## config.mk

```make
export PLATFORM = sky130hd
export DESIGN_NAME = lut_bram_arbiter
export DESIGN_NICKNAME = d
export VERILOG_FILES = /design/src/rtl/lut_bram_arb_pkg.sv /design/src/rtl/lut_bram_arb_rd_pipe.sv /design/src/rtl/lut_bram_arbiter.sv
export SDC_FILE = /design/constraint.sdc
export NUM_CORES = 1
export LEC_CHECK = 0
export BUFFER_PORTS_ARGS = -buffer_cell sky130_fd_sc_hd__buf_4
export CAP_MARGIN = 20
export CORE_AREA = 2 2 112 114
export DETAILED_ROUTE_END_ITERATION = 7
export DIE_AREA = 0 0 114 116
export PLACE_DENSITY = 0.75
export SETUP_SLACK_MARGIN = 0.02
export SLEW_MARGIN = 20
export SYNTH_ARGS = -nofsm -noshare
export SYNTH_HDL_FRONTEND = slang
export SYNTH_HIERARCHICAL = 1
export SYNTH_SLANG_ARGS = --single-unit
```

## constraint.sdc

```tcl
create_clock -name clk -period 2 [get_ports clk]
set_input_delay 0.4 -clock clk [delete_from_list [all_inputs] [get_ports clk]]
set_output_delay 0.4 -clock clk [all_outputs]
set_load 0.01 [all_outputs]
```

## src/rtl/lut_bram_arb_pkg.sv

```systemverilog
// lut_bram_arb_pkg: shared constants and types for the label-LUT BRAM arbiter.
//   State encoding (one-hot): IDLE, WR_HOLD, RD_WAIT.
//   Read-pipeline source tags: SRC_LU (datapath lookup), SRC_REG (register port).
//   Default widths: 8-bit address (256 entries), 48-bit data.
package lut_bram_arb_pkg;
   localparam int DEF_ADDR_WIDTH = 8;
   localparam int DEF_DATA_WIDTH = 48;
   localparam logic [2:0] IDLE    = 3'b001;
   localparam logic [2:0] WR_HOLD = 3'b010;
   localparam logic [2:0] RD_WAIT = 3'b100;
   localparam logic SRC_LU  = 1'b0;
   localparam logic SRC_REG = 1'b1;
   typedef struct packed {
      logic valid;
      logic src;
   } pipe_t;
endpackage

```

## src/rtl/lut_bram_arb_rd_pipe.sv

```systemverilog
// lut_bram_arb_rd_pipe: tracks in-flight BRAM reads and steers bram_dout to the owner.
//   clk, reset_n            : clock, asynchronous active-low reset (flushes in-flight reads)
//   issue_valid, issue_src  : read presented to the BRAM this cycle and who issued it
//   bram_dout               : BRAM read data, valid RD_LAT cycles after issue
//   lu_valid, lu_data       : lookup result pulse and data
//   rd_valid, rd_data       : register read pulse; rd_data holds until the next register read
module lut_bram_arb_rd_pipe
   import lut_bram_arb_pkg::*;
#(
   parameter int DATA_WIDTH = DEF_DATA_WIDTH,
   parameter int RD_LAT     = 1
) (
   input  logic                  clk,
   input  logic                  reset_n,
   input  logic                  issue_valid,
   input  logic                  issue_src,
   input  logic [DATA_WIDTH-1:0] bram_dout,
   output logic                  lu_valid,
   output logic [DATA_WIDTH-1:0] lu_data,
   output logic                  rd_valid,
   output logic [DATA_WIDTH-1:0] rd_data
);
   pipe_t pipe [RD_LAT];
   logic [DATA_WIDTH-1:0] rd_hold;
   always_ff @(posedge clk or negedge reset_n) begin
      if (!reset_n) begin
         for (int i = 0; i < RD_LAT; i++) pipe[i] <= '0;
         rd_hold <= '0;
      end else begin
         pipe[0] <= '{valid: issue_valid, src: issue_src};
         for (int i = 1; i < RD_LAT; i++) pipe[i] <= pipe[i-1];
         if (rd_valid) rd_hold <= bram_dout;
      end
   end
   assign lu_valid = pipe[RD_LAT-1].valid && pipe[RD_LAT-1].src == SRC_LU;
   assign rd_valid = pipe[RD_LAT-1].valid && pipe[RD_LAT-1].src == SRC_REG;
   assign lu_data  = lu_valid ? bram_dout : '0;
   // register data is presented in its return cycle and held afterwards
   assign rd_data  = rd_valid ? bram_dout : rd_hold;
endmodule

```

## src/rtl/lut_bram_arbiter.sv

```systemverilog
// lut_bram_arbiter: arbitrates a single-port label-LUT BRAM between datapath lookups and the CPU register port.
//   clk, reset_n                      : clock, asynchronous active-low reset
//   lu_req/lu_addr/lu_gnt             : lookup request, address, combinational grant (high priority)
//   lu_valid/lu_data                  : lookup result
//   wr_req/wr_addr/wr_data/wr_ack     : register write handshake
//   rd_req/rd_addr/rd_ack             : register read handshake
//   rd_valid/rd_data                  : register read result
//   bram_en/bram_we/bram_addr/bram_din/bram_dout : BRAM pins (controls registered)
//   Optional LUT_BRAM_ARB_STATS_EN adds stat_lu_cnt, stat_reg_cnt, stat_starve_cnt (saturating).
module lut_bram_arbiter
   import lut_bram_arb_pkg::*;
#(
   parameter int ADDR_WIDTH   = DEF_ADDR_WIDTH,
   parameter int DATA_WIDTH   = DEF_DATA_WIDTH,
   parameter int RD_LAT       = 1,
   parameter int STARVE_LIMIT = 4
) (
   input  logic                  clk,
   input  logic                  reset_n,
   input  logic                  lu_req,
   input  logic [ADDR_WIDTH-1:0] lu_addr,
   output logic                  lu_gnt,
   output logic                  lu_valid,
   output logic [DATA_WIDTH-1:0] lu_data,
   input  logic                  wr_req,
   input  logic [ADDR_WIDTH-1:0] wr_addr,
   input  logic [DATA_WIDTH-1:0] wr_data,
   output logic                  wr_ack,
   input  logic                  rd_req,
   input  logic [ADDR_WIDTH-1:0] rd_addr,
   output logic                  rd_ack,
   output logic                  rd_valid,
   output logic [DATA_WIDTH-1:0] rd_data,
   output logic                  bram_en,
   output logic                  bram_we,
   output logic [ADDR_WIDTH-1:0] bram_addr,
   output logic [DATA_WIDTH-1:0] bram_din,
   input  logic [DATA_WIDTH-1:0] bram_dout
`ifdef LUT_BRAM_ARB_STATS_EN
   ,
   output logic [31:0]           stat_lu_cnt,
   output logic [15:0]           stat_reg_cnt,
   output logic [15:0]           stat_starve_cnt
`endif
);
   localparam int SW = $clog2(STARVE_LIMIT + 1);
   localparam logic [SW-1:0] STARVE_MAX = SW'(STARVE_LIMIT);
   logic [2:0]    state;
   logic [SW-1:0] starve_cnt;
   logic          idle, reg_pend, reg_gnt, wr_gnt, rd_gnt, bram_src;
   assign idle     = state == IDLE;
   assign reg_pend = wr_req || rd_req;
   // the register port only wins when the lookup side is quiet or it has been starved long enough
   assign reg_gnt  = idle && reg_pend && (!lu_req || starve_cnt == STARVE_MAX);
   assign wr_gnt   = reg_gnt && wr_req;
   assign rd_gnt   = reg_gnt && !wr_req;
   assign lu_gnt   = lu_req && !reg_gnt;
   always_ff @(posedge clk or negedge reset_n) begin
      if (!reset_n) begin
         state      <= IDLE;
         starve_cnt <= '0;
         bram_en    <= 1'b0;
         bram_we    <= 1'b0;
         bram_addr  <= '0;
         bram_din   <= '0;
         bram_src   <= SRC_LU;
         wr_ack     <= 1'b0;
         rd_ack     <= 1'b0;
      end else begin
         // WR_HOLD swallows the cycle where upstream still shows the acknowledged wr_req
         state      <= wr_gnt ? WR_HOLD : rd_gnt ? RD_WAIT : (state == RD_WAIT && !rd_valid) ? RD_WAIT : IDLE;
         starve_cnt <= reg_gnt ? '0 : (idle && reg_pend && lu_gnt && starve_cnt != STARVE_MAX) ? starve_cnt + SW'(1) : starve_cnt;
         bram_en    <= lu_gnt || reg_gnt;
         bram_we    <= wr_gnt;
         bram_addr  <= wr_gnt ? wr_addr : rd_gnt ? rd_addr : lu_addr;
         bram_din   <= wr_gnt ? wr_data : bram_din;
         bram_src   <= reg_gnt ? SRC_REG : SRC_LU;
         wr_ack     <= wr_gnt;
         rd_ack     <= rd_gnt;
      end
   end
   lut_bram_arb_rd_pipe #(
      .DATA_WIDTH(DATA_WIDTH),
      .RD_LAT    (RD_LAT)
   ) u_rd_pipe (
      .clk        (clk),
      .reset_n    (reset_n),
      .issue_valid(bram_en && !bram_we),
      .issue_src  (bram_src),
      .bram_dout  (bram_dout),
      .lu_valid   (lu_valid),
      .lu_data    (lu_data),
      .rd_valid   (rd_valid),
      .rd_data    (rd_data)
   );
`ifdef LUT_BRAM_ARB_STATS_EN
   always_ff @(posedge clk or negedge reset_n) begin
      if (!reset_n) begin
         stat_lu_cnt     <= '0;
         stat_reg_cnt    <= '0;
         stat_starve_cnt <= '0;
      end else begin
         stat_lu_cnt     <= stat_lu_cnt + 32'(lu_gnt && stat_lu_cnt != '1);
         stat_reg_cnt    <= stat_reg_cnt + 16'(reg_gnt && stat_reg_cnt != '1);
         stat_starve_cnt <= stat_starve_cnt + 16'(reg_gnt && lu_req && stat_starve_cnt != '1);
      end
   end
`endif
endmodule
```

Word-level counts from Yosys, hierarchy flattened
Cells that the tools add are included.
- bits in registers: 116
- input port bits: 125
- output and inout bits: 159
- logic and storage cells: 47
- add/sub/neg operators: 1
- equal/unequal tests: 4
- mux-type cells: 10
- bitwise gates (word level): 1
- reductions and logical operators: 20
- operators by type and width (operator ; count):
    48-bit 2-to-1 mux ; 2
    8-bit 2-to-1 mux ; 2
    3-bit 2-to-1 mux ; 5
    1-bit logical AND ; 11
    3-bit equality test, second input constant ; 2
    1-bit zero test ; 5
    3-bit by 1-bit adder with 3-bit output, second input constant ; 1
    3-bit by 1-bit equality test with 1-bit output, second input constant ; 1
    1-bit logical OR ; 3
    3-bit inequality test, second input constant ; 1
    2-bit nonzero test ; 1
    1-bit 2-to-1 mux ; 1
    1-bit inverter ; 1

Depth between registers and ports, before layout
Gate-level depths: netlist of run 1.
- depth in word-level cells: 9
- gate-level depth with buffers: 8
- mapped depth without buffers: 5

Cells and area by module
The synthesis of run 1 kept the hierarchy.
- by module, submodules not included (module ; instances ; cells each ; area an instance (um^2)):
    lut_bram_arbiter ; 1 ; 165 ; 2660.1
    lut_bram_arb_rd_pipe ; 1 ; 159 ; 2194.6

Least setup slack after synthesis of run 1
OpenSTA, ideal clock, no wires.
- kind: register to output
- from: register starve_cnt[0]
- to: output lu_gnt
- arrival: 1350 ps
- data required time: 1600 ps
- slack: 250 ps
- cell stages (with the launch flop): 7
- buffers on the path: 1
- path through: dfrtp_1 inv_1 ha_1 a21bo_1 o211ai_1 buf_2 and2_1
- longest elaborated chain between the ends: 5
- RTL lines (what ; RTL line ; RTL):
    from (decl) ; lut_bram_arbiter.sv:49 ; logic [SW-1:0] starve_cnt;
    from (signal assigned) ; lut_bram_arbiter.sv:72 ; starve_cnt <= reg_gnt ? '0 : (idle && reg_pend && lu_gnt && starve_cnt != STARVE_MAX) ? starve_cnt + SW'(1) : ...
    3-bit equality test ; lut_bram_arbiter.sv:54 ; assign reg_gnt = idle && reg_pend && (!lu_req || starve_cnt == STARVE_MAX);
    1-bit logical OR ; lut_bram_arbiter.sv:54 ;
    1-bit logical AND ; lut_bram_arbiter.sv:54 ;
    1-bit zero test ; lut_bram_arbiter.sv:57 ; assign lu_gnt = lu_req && !reg_gnt;
    1-bit logical AND ; lut_bram_arbiter.sv:57 ;
    to (decl) ; lut_bram_arbiter.sv:22 ; output logic lu_gnt,
Every way passes these cells.

Final worst setup path of run 1
- from: register u_rd_pipe/pipe[0] (netlist bit)
- to: output rd_data[35]
- longest elaborated chain between the ends: 2
- RTL lines (what ; RTL line ; RTL):
    from (decl) ; lut_bram_arb_rd_pipe.sv:23 ; pipe_t pipe [RD_LAT];
    1-bit logical AND ; lut_bram_arb_rd_pipe.sv:36 ; assign rd_valid = pipe[RD_LAT-1].valid && pipe[RD_LAT-1].src == SRC_REG;
    48-bit 2-to-1 mux ; lut_bram_arb_rd_pipe.sv:39 ; assign rd_data = rd_valid ? bram_dout : rd_hold;
    to (decl) ; lut_bram_arbiter.sv:33 ; output logic [DATA_WIDTH-1:0] rd_data,
Every way passes these cells.

==> impl_metrics.tcl, run 1 <==
set metrics [dict create \
    status "finished, violations left" \
    violations "negative setup slack" \
    p_per_area_mw_per_mm2 710.4 \
    async_reset_ff_share_pct 100.0 \
    switching_share_pct 21.22 \
    avgSynthCellArea_sq_um 14.98 \
    critPathKind "flip-flop to output pin" \
    hold_viol 0 \
    tightest_slew_ns 0.6164 \
    yosys_most_used_dff "dfrtp_1" \
    grt_pass1_vias 3782 \
    yosysTopAreaCell "dfrtp_1" \
    ys_types 28 \
    intPower_mw 4.658 \
    synth_top_area_share_pct 58.76 \
    drt_iter0_drc 128 \
    ant_nets 0 \
    numCtsBuffers 17 \
    ys_ff_latch 115 \
    synth-edff-count 0 \
    hold_path_class "input pin to async pin" \
    rsz0062_at_grt "true" \
    netlist_instances 324 \
    synth_fp_nets 451 \
    dieWidth_microns 114 \
    ys_top_cells_by_area "dfrtp_1, mux2_2, and2_1, mux2_4, buf_4" \
    clk_pin_slew_ns 0.05 \
    stdcell_area_sq_mm 0.008323 \
    vias 3794 \
    die_area_sq_mm 0.01322 \
    grt_max_degree 116 \
    crit_fanout 7 \
    final_cell_mix "buf_4, dfrtp_1, mux2_4" \
    seq_area_frac_synth_pct 59.30 \
    yosysWarnings 6 \
    pre_cts_ws_ns 0.2434 \
    drt-pass1-iter-count 4 \
    synthMuxAreaShare_pct 27.78 \
    place.gp.congestion 0.7816 \
    drc_errors 0 \
    diodes 0 \
    route.final.wire_length_mm 13.53 \
    fmax_mhz 483.4 \
    hpwl_mm 9.071 \
    comb_power_share_pct 12.0 \
    layout.cells.most_common "buf_4" \
    track_usage_pct 18.97 \
    ios 284 \
    cp.arrival_ns 1.67 \
    worstPathRequired_ns 1.60 \
    synth_simple_gate_area_share_pct 7.912 \
    multi_input_area_sq_mm 0.001996 \
    fin_crit_sh_pct 103.4 \
    clk_latency_ns 0.40 \
    end_kind "output pin" \
    drv_slew 0 \
    clock_path_buffers 2 \
    start_util_pct 40.76 \
    rows 40 \
    drive_gt1_share_pct 70.97 \
    pwr-share-clk_pct 47.2 \
    irDropWorstVdd_mv 0.5160 \
    synthAdderAreaFrac_pct 0.5155 \
    port_buffers 283 \
    area_growth_pct 71.44 \
    coreArea_sq_mm 0.01191 \
    setup_ws_ns -0.06859 \
    seq_power_share_pct 40.8 \
    cts_tree "yes" \
    placed_area_sq_mm 0.007162 \
    vias_per_cell 4.754 \
    critPathLaunchType "flip-flop" \
    synth_xor_area_share_pct 0 \
    wl_per_cell_microns 16.95 \
    setup_viol 48 \
    nNetsFinal 765 \
    maxCapViolCount 0 \
    root_buffer "clkbuf_16" \
    antenna_found_initial 0 \
    die-height_microns 116 \
    p_leak_nw 4.459 \
    worst_slew_margin_rel_pct 58.91 \
    synth_area_sq_mm 0.004855 \
    register_area_sq_mm 0.002879 \
    grt_pass1_wl_mm 19.22 \
    clkSinkCount 115 \
    grt.overflow.total 0 \
    h-tree-depth 4 \
    synth-compound-area-share_pct 1.392 \
    skew_ns 0.005078 \
    fillers 823 \
    synth_top_family_by_area "multiplexers" \
    power.net_switching_mw 1.255 \
    fin_crit_ns 2.069 \
]
==> power groups by stage <==
stage	sequential, mW	combinational [mW]	clock (mW)
after global placement	2.44	0.632	0
after CTS	2.41	0.670	2.86
after detailed placement	2.44	0.643	0
after floorplan	2.44	0.196	0
after global routing	2.41	0.764	2.98
final	2.41	0.712	2.79
==> worst max-delay path: stages, from the launching register on <==
cell and delay, ns:
dfrtp_1 0.41, nand2_4 0.11, buf_6 0.14, clkbuf_16 0.16, mux2_4 0.32, buf_6 0.13
==> worst paths after layout <==
check                                       startpoint                              to  slack [ns]  cells after the start
max                        u_rd_pipe/pipe[0]$_DFF_PN0_                     rd_data[35]       -0.07                      5
min                                            reset_n         bram_din[6]$_DFFE_PN0P_        0.07                      2
max reg2reg                u_rd_pipe/pipe[0]$_DFF_PN0_              state[0]$_DFF_PN1_        0.18                      7
min reg2reg                         bram_src$_DFF_PN0_     u_rd_pipe/pipe[0]$_DFF_PN0_        0.35                      0
max in group asynchronous                      reset_n  u_rd_pipe/rd_hold[2]$_DFF_PN0_        1.45                      2
min in group clk                            lu_addr[2]          bram_addr[2]$_DFF_PN0_        0.23                      2
==> synth_stat cells (2+ instances only) <==
library cell and number:
and2_1 50, mux2_4 18, nand2_1 2, dfrtp_1 114, inv_1 4, clkbuf_1 5, mux2_2 94, o21ai_0 2
buf_2 5, nand2b_1 2, buf_6 3, ha_1 2, buf_4 5, nor2b_1 2, mux2i_1 2, o211ai_1 2
==> through the flow <==
stage	util (%)	setup TNS (ns)	hold slack [ns]	instances	power [mW]
final	69.87	-1.835	0.06964	798	5.913
after CTS	66.07	-2.954	0.1010	776	5.938
after floorplan	-	0	0.1044	324	2.640
after global placement	60.13	0	0.3340	741	3.072
after global routing	69.87	-4.510	0.1348	798	6.156
after detailed placement	60.13	0	0.3405	741	3.086
==> what timing repair did <==
item	CTS	global route
setup endpoints to repair	49	49
endpoints found under the hold margin	0	0
gates resized for setup	36	54
setup buffers	3	17
gates cloned	0	5
hold buffers	0	0
pin swaps	2	3
==> per-layer routing <==
layer | track usage [%] | vias to the layer above | share of wire (%)
li1 | - | 1735 | -
met1 | 20.81 | 1859 | 38
met2 | 33.21 | 182 | 53
met3 | 7.061 | 18 | 8.2
met4 | 8.049 | 0 | 1.5
met5 | 0 | - | 0
==> cell families after synthesis <==
| logic type | Yosys count |
|---|---|
| AO/OA/AOI/OAI | 9 |
| adder cells (fa/ha/maj) | 2 |
| buffers and inverters | 24 |
| flip-flops | 115 |
| multiplexers | 114 |
| AND/OR/NAND/NOR | 60 |
==> sequential cells by signal, indices dropped and copies added (netlist names) <==
| signal | flops |
|---|---|
| bram_src | 1 |
| bram_din | 48 |
| bram_addr | 8 |
| state | 3 |
| rd_ack | 1 |
| u_rd_pipe/rd_hold | 48 |
| u_rd_pipe/pipe | 2 |
| bram_en | 1 |
| starve_cnt | 3 |
==> final cells by class <==
type,instances,area share [%]
timing repair buffer,315,32.40
inverter,4,0.1804
multi-input combinational,185,23.98
sequential,115,34.59
tap,147,2.210
clock buffer,27,6.043
clock inverter,5,0.6013
(Power assumes the default switching activity.)
==> inputs of run 2 (changes only) <==
--- a/config.mk
+++ b/config.mk
@@ -11,6 +11,7 @@
 export DETAILED_ROUTE_END_ITERATION = 7
 export DIE_AREA = 0 0 114 116
 export PLACE_DENSITY = 0.75
+export RECOVER_POWER = 50
 export SETUP_SLACK_MARGIN = 0.02
 export SLEW_MARGIN = 20
 export SYNTH_ARGS = -nofsm -noshare
==> run 2 against run 1 <==
The flow finishes with violations (max-capacitance violations, max-slew violations, negative setup slack). Maximum frequency about the same. Register-to-register slack worse by 0.06 ns. Setup slack worse by 0.00094 ns. Sequential share of layout area up 0.068 points. Non-clock buffer count unchanged. Total power about the same. Largest cell class unchanged. Highest routed layer unchanged.
==> impl_metrics.tcl, run 2 (same netlist as run 1, synthesis figures left out) <==
set metrics [dict create \
    hold_path_class "input pin to flip-flop" \
    wl_per_cell_microns 16.96 \
    drive_gt1_share_pct 70.81 \
    grt_pass1_wl_mm 19.22 \
    die-height_microns 116 \
    drt_iter0_drc 132 \
    drc_errors 0 \
    status "finished, violations left" \
    clock_path_buffers 2 \
    p_per_area_mw_per_mm2 711.5 \
    p_leak_nw 4.450 \
    skew_ns 0.004991 \
    setup_ws_ns -0.06953 \
    crit_fanout 7 \
    diodes 0 \
    track_usage_pct 18.97 \
    topRoutingLayerUsed "met4" \
    irDropWorstVdd_mv 0.5158 \
    grt_max_degree 116 \
    fin_crit_ns 2.070 \
    cp.arrival_ns 1.67 \
    grt.overflow.total 0 \
    rows 40 \
    port_buffers 283 \
    clkSinkCount 115 \
    clk_latency_ns 0.40 \
    nNetsFinal 765 \
    critPathLaunchType "flip-flop" \
    fmax_mhz 483.2 \
    clk_pin_slew_ns 0.05 \
    tightest_slew_ns 1.544 \
    maxCapViolCount 1 \
    vias 3794 \
    crit_family "buffers and inverters" \
    post-route-util_pct 69.74 \
    postCtsHoldBufs 0 \
    drt-pass1-iter-count 4 \
    end_kind "output pin" \
    final_cell_mix "buf_4, dfrtp_1, mux2_4" \
    hold_viol 0 \
    largest_registers "bram_din (48), u_rd_pipe/rd_hold (48), bram_addr (8)" \
    h-tree-depth 4 \
    rsz0062_at_grt "true" \
    drv_slew 116 \
    critPathKind "flip-flop to output pin" \
    wl_met1_mm 5.079 \
    dp.cells 741 \
    numCtsBuffers 17 \
    dieWidth_microns 114 \
    antenna_found_initial 0 \
    setup_viol 48 \
    ant_nets 0 \
    hpwl_mm 9.071 \
    cpMaxStageDelayCell "dfrtp_1" \
    grt_pass1_vias 3782 \
    place.gp.congestion 0.7816 \
    worstPathRequired_ns 1.60 \
    ios 284 \
    cpMostUsedCell "buf_6" \
    wl_met3_mm 1.123 \
    root_buffer "clkbuf_16" \
    wl_met2_mm 7.112 \
    crit_buf_inv 3 \
    start_util_pct 40.76 \
    coreArea_sq_mm 0.01191 \
    route.final.wire_length_mm 13.54 \
    finalNonFillerCells 798 \
    violations "max-capacitance violations, max-slew violations, negative setup slack" \
    max_stage_delay_ns 0.41 \
    die_area_sq_mm 0.01322 \
    cp_cell_sequence "nand2_4, buf_6, clkbuf_16, mux2_4, buf_6" \
    cts_tree "yes" \
    fin_crit_sh_pct 103.5 \
    vias_per_cell 4.754 \
    layout.cells.most_common "buf_4" \
    area_growth_pct 71.11 \
    worst_slew_margin_rel_pct -2.955 \
]
-- run 2: changes by cell type in the layout (fill, tap and decap cells not counted), sizes merged --
cell / delta
buf: -3
clkbuf: +3
-- run 2: worst paths after layout --
path / slack (ns) / to / startpoint / cells after the start
max in group asynchronous: 0.52 / u_rd_pipe/rd_hold[2]$_DFF_PN0_ / reset_n / 2
max reg2reg: 0.12 / bram_din[46]$_DFFE_PN0P_ / state[0]$_DFF_PN1_ / 5
min reg2reg: 0.35 / u_rd_pipe/pipe[0]$_DFF_PN0_ / bram_src$_DFF_PN0_ / 0
max: -0.07 / rd_data[35] / u_rd_pipe/pipe[0]$_DFF_PN0_ / 5
min in group asynchronous: 0.51 / bram_din[2]$_DFFE_PN0P_ / reset_n / 2
min: 0.22 / bram_addr[2]$_DFF_PN0_ / lu_addr[2] / 2
-- run 2: what timing repair did --
action                     CTS  global route
setup endpoints to repair   49            49
resized for setup           36            54
cloned                       0             5
setup buffers                3            17
hold endpoints to repair     0             0
pin swaps                    2             3
-- run 2: layout make-up --
type | count | area (sq um)
Clock inverter | 5 | 50.05
Clock buffer | 27 | 503.0
Tap cell | 147 | 183.9
Sequential cell | 115 | 2879
Timing Repair Buffer | 315 | 2680
Inverter | 4 | 15.01
Multi-Input combinational cell | 185 | 1996
Fill cell | 826 | 3605
-- run 2: metal layers --
metal,track usage [%],up-vias
met3,7.061,19
met5,0,-
li1,-,1733
met1,20.81,1857
met2,33.21,185
met4,8.049,0
-- run 2: power breakdown --
group | total (mW) | switching [mW] | internal [mW]
registers | 2.41 | 0.0195 | 2.39
logic | 0.708 | 0.273 | 0.435
clock network | 2.79 | 0.963 | 1.83
total | 5.91 | 1.26 | 4.65
-- run 2: through the flow --
step | hold WS, ns | power (mW) | area, sq um | TNS [ns] | worst slack [ns]
after detailed placement | 0.3405 | 3.086 | 7162 | 0 | 0.2434
after global routing | 0.2105 | 6.152 | 8307 | -4.510 | -0.1271
final | 0.2246 | 5.910 | 8307 | -1.898 | -0.06953
after global placement | 0.3340 | 3.072 | 7162 | 0 | 0.2645
after CTS | 0.1010 | 5.938 | 7870 | -2.954 | -0.09945
after floorplan | 0.1044 | 2.640 | 4855 | 0 | 0.2497
-- run 2: worst register-to-register path: stages (launching register included) --
cell	delay, ns
dfstp_2	0.52
nor3b_4	0.18
clkbuf_1	0.20
and3_2	0.28
buf_12	0.21
mux2_2	0.37
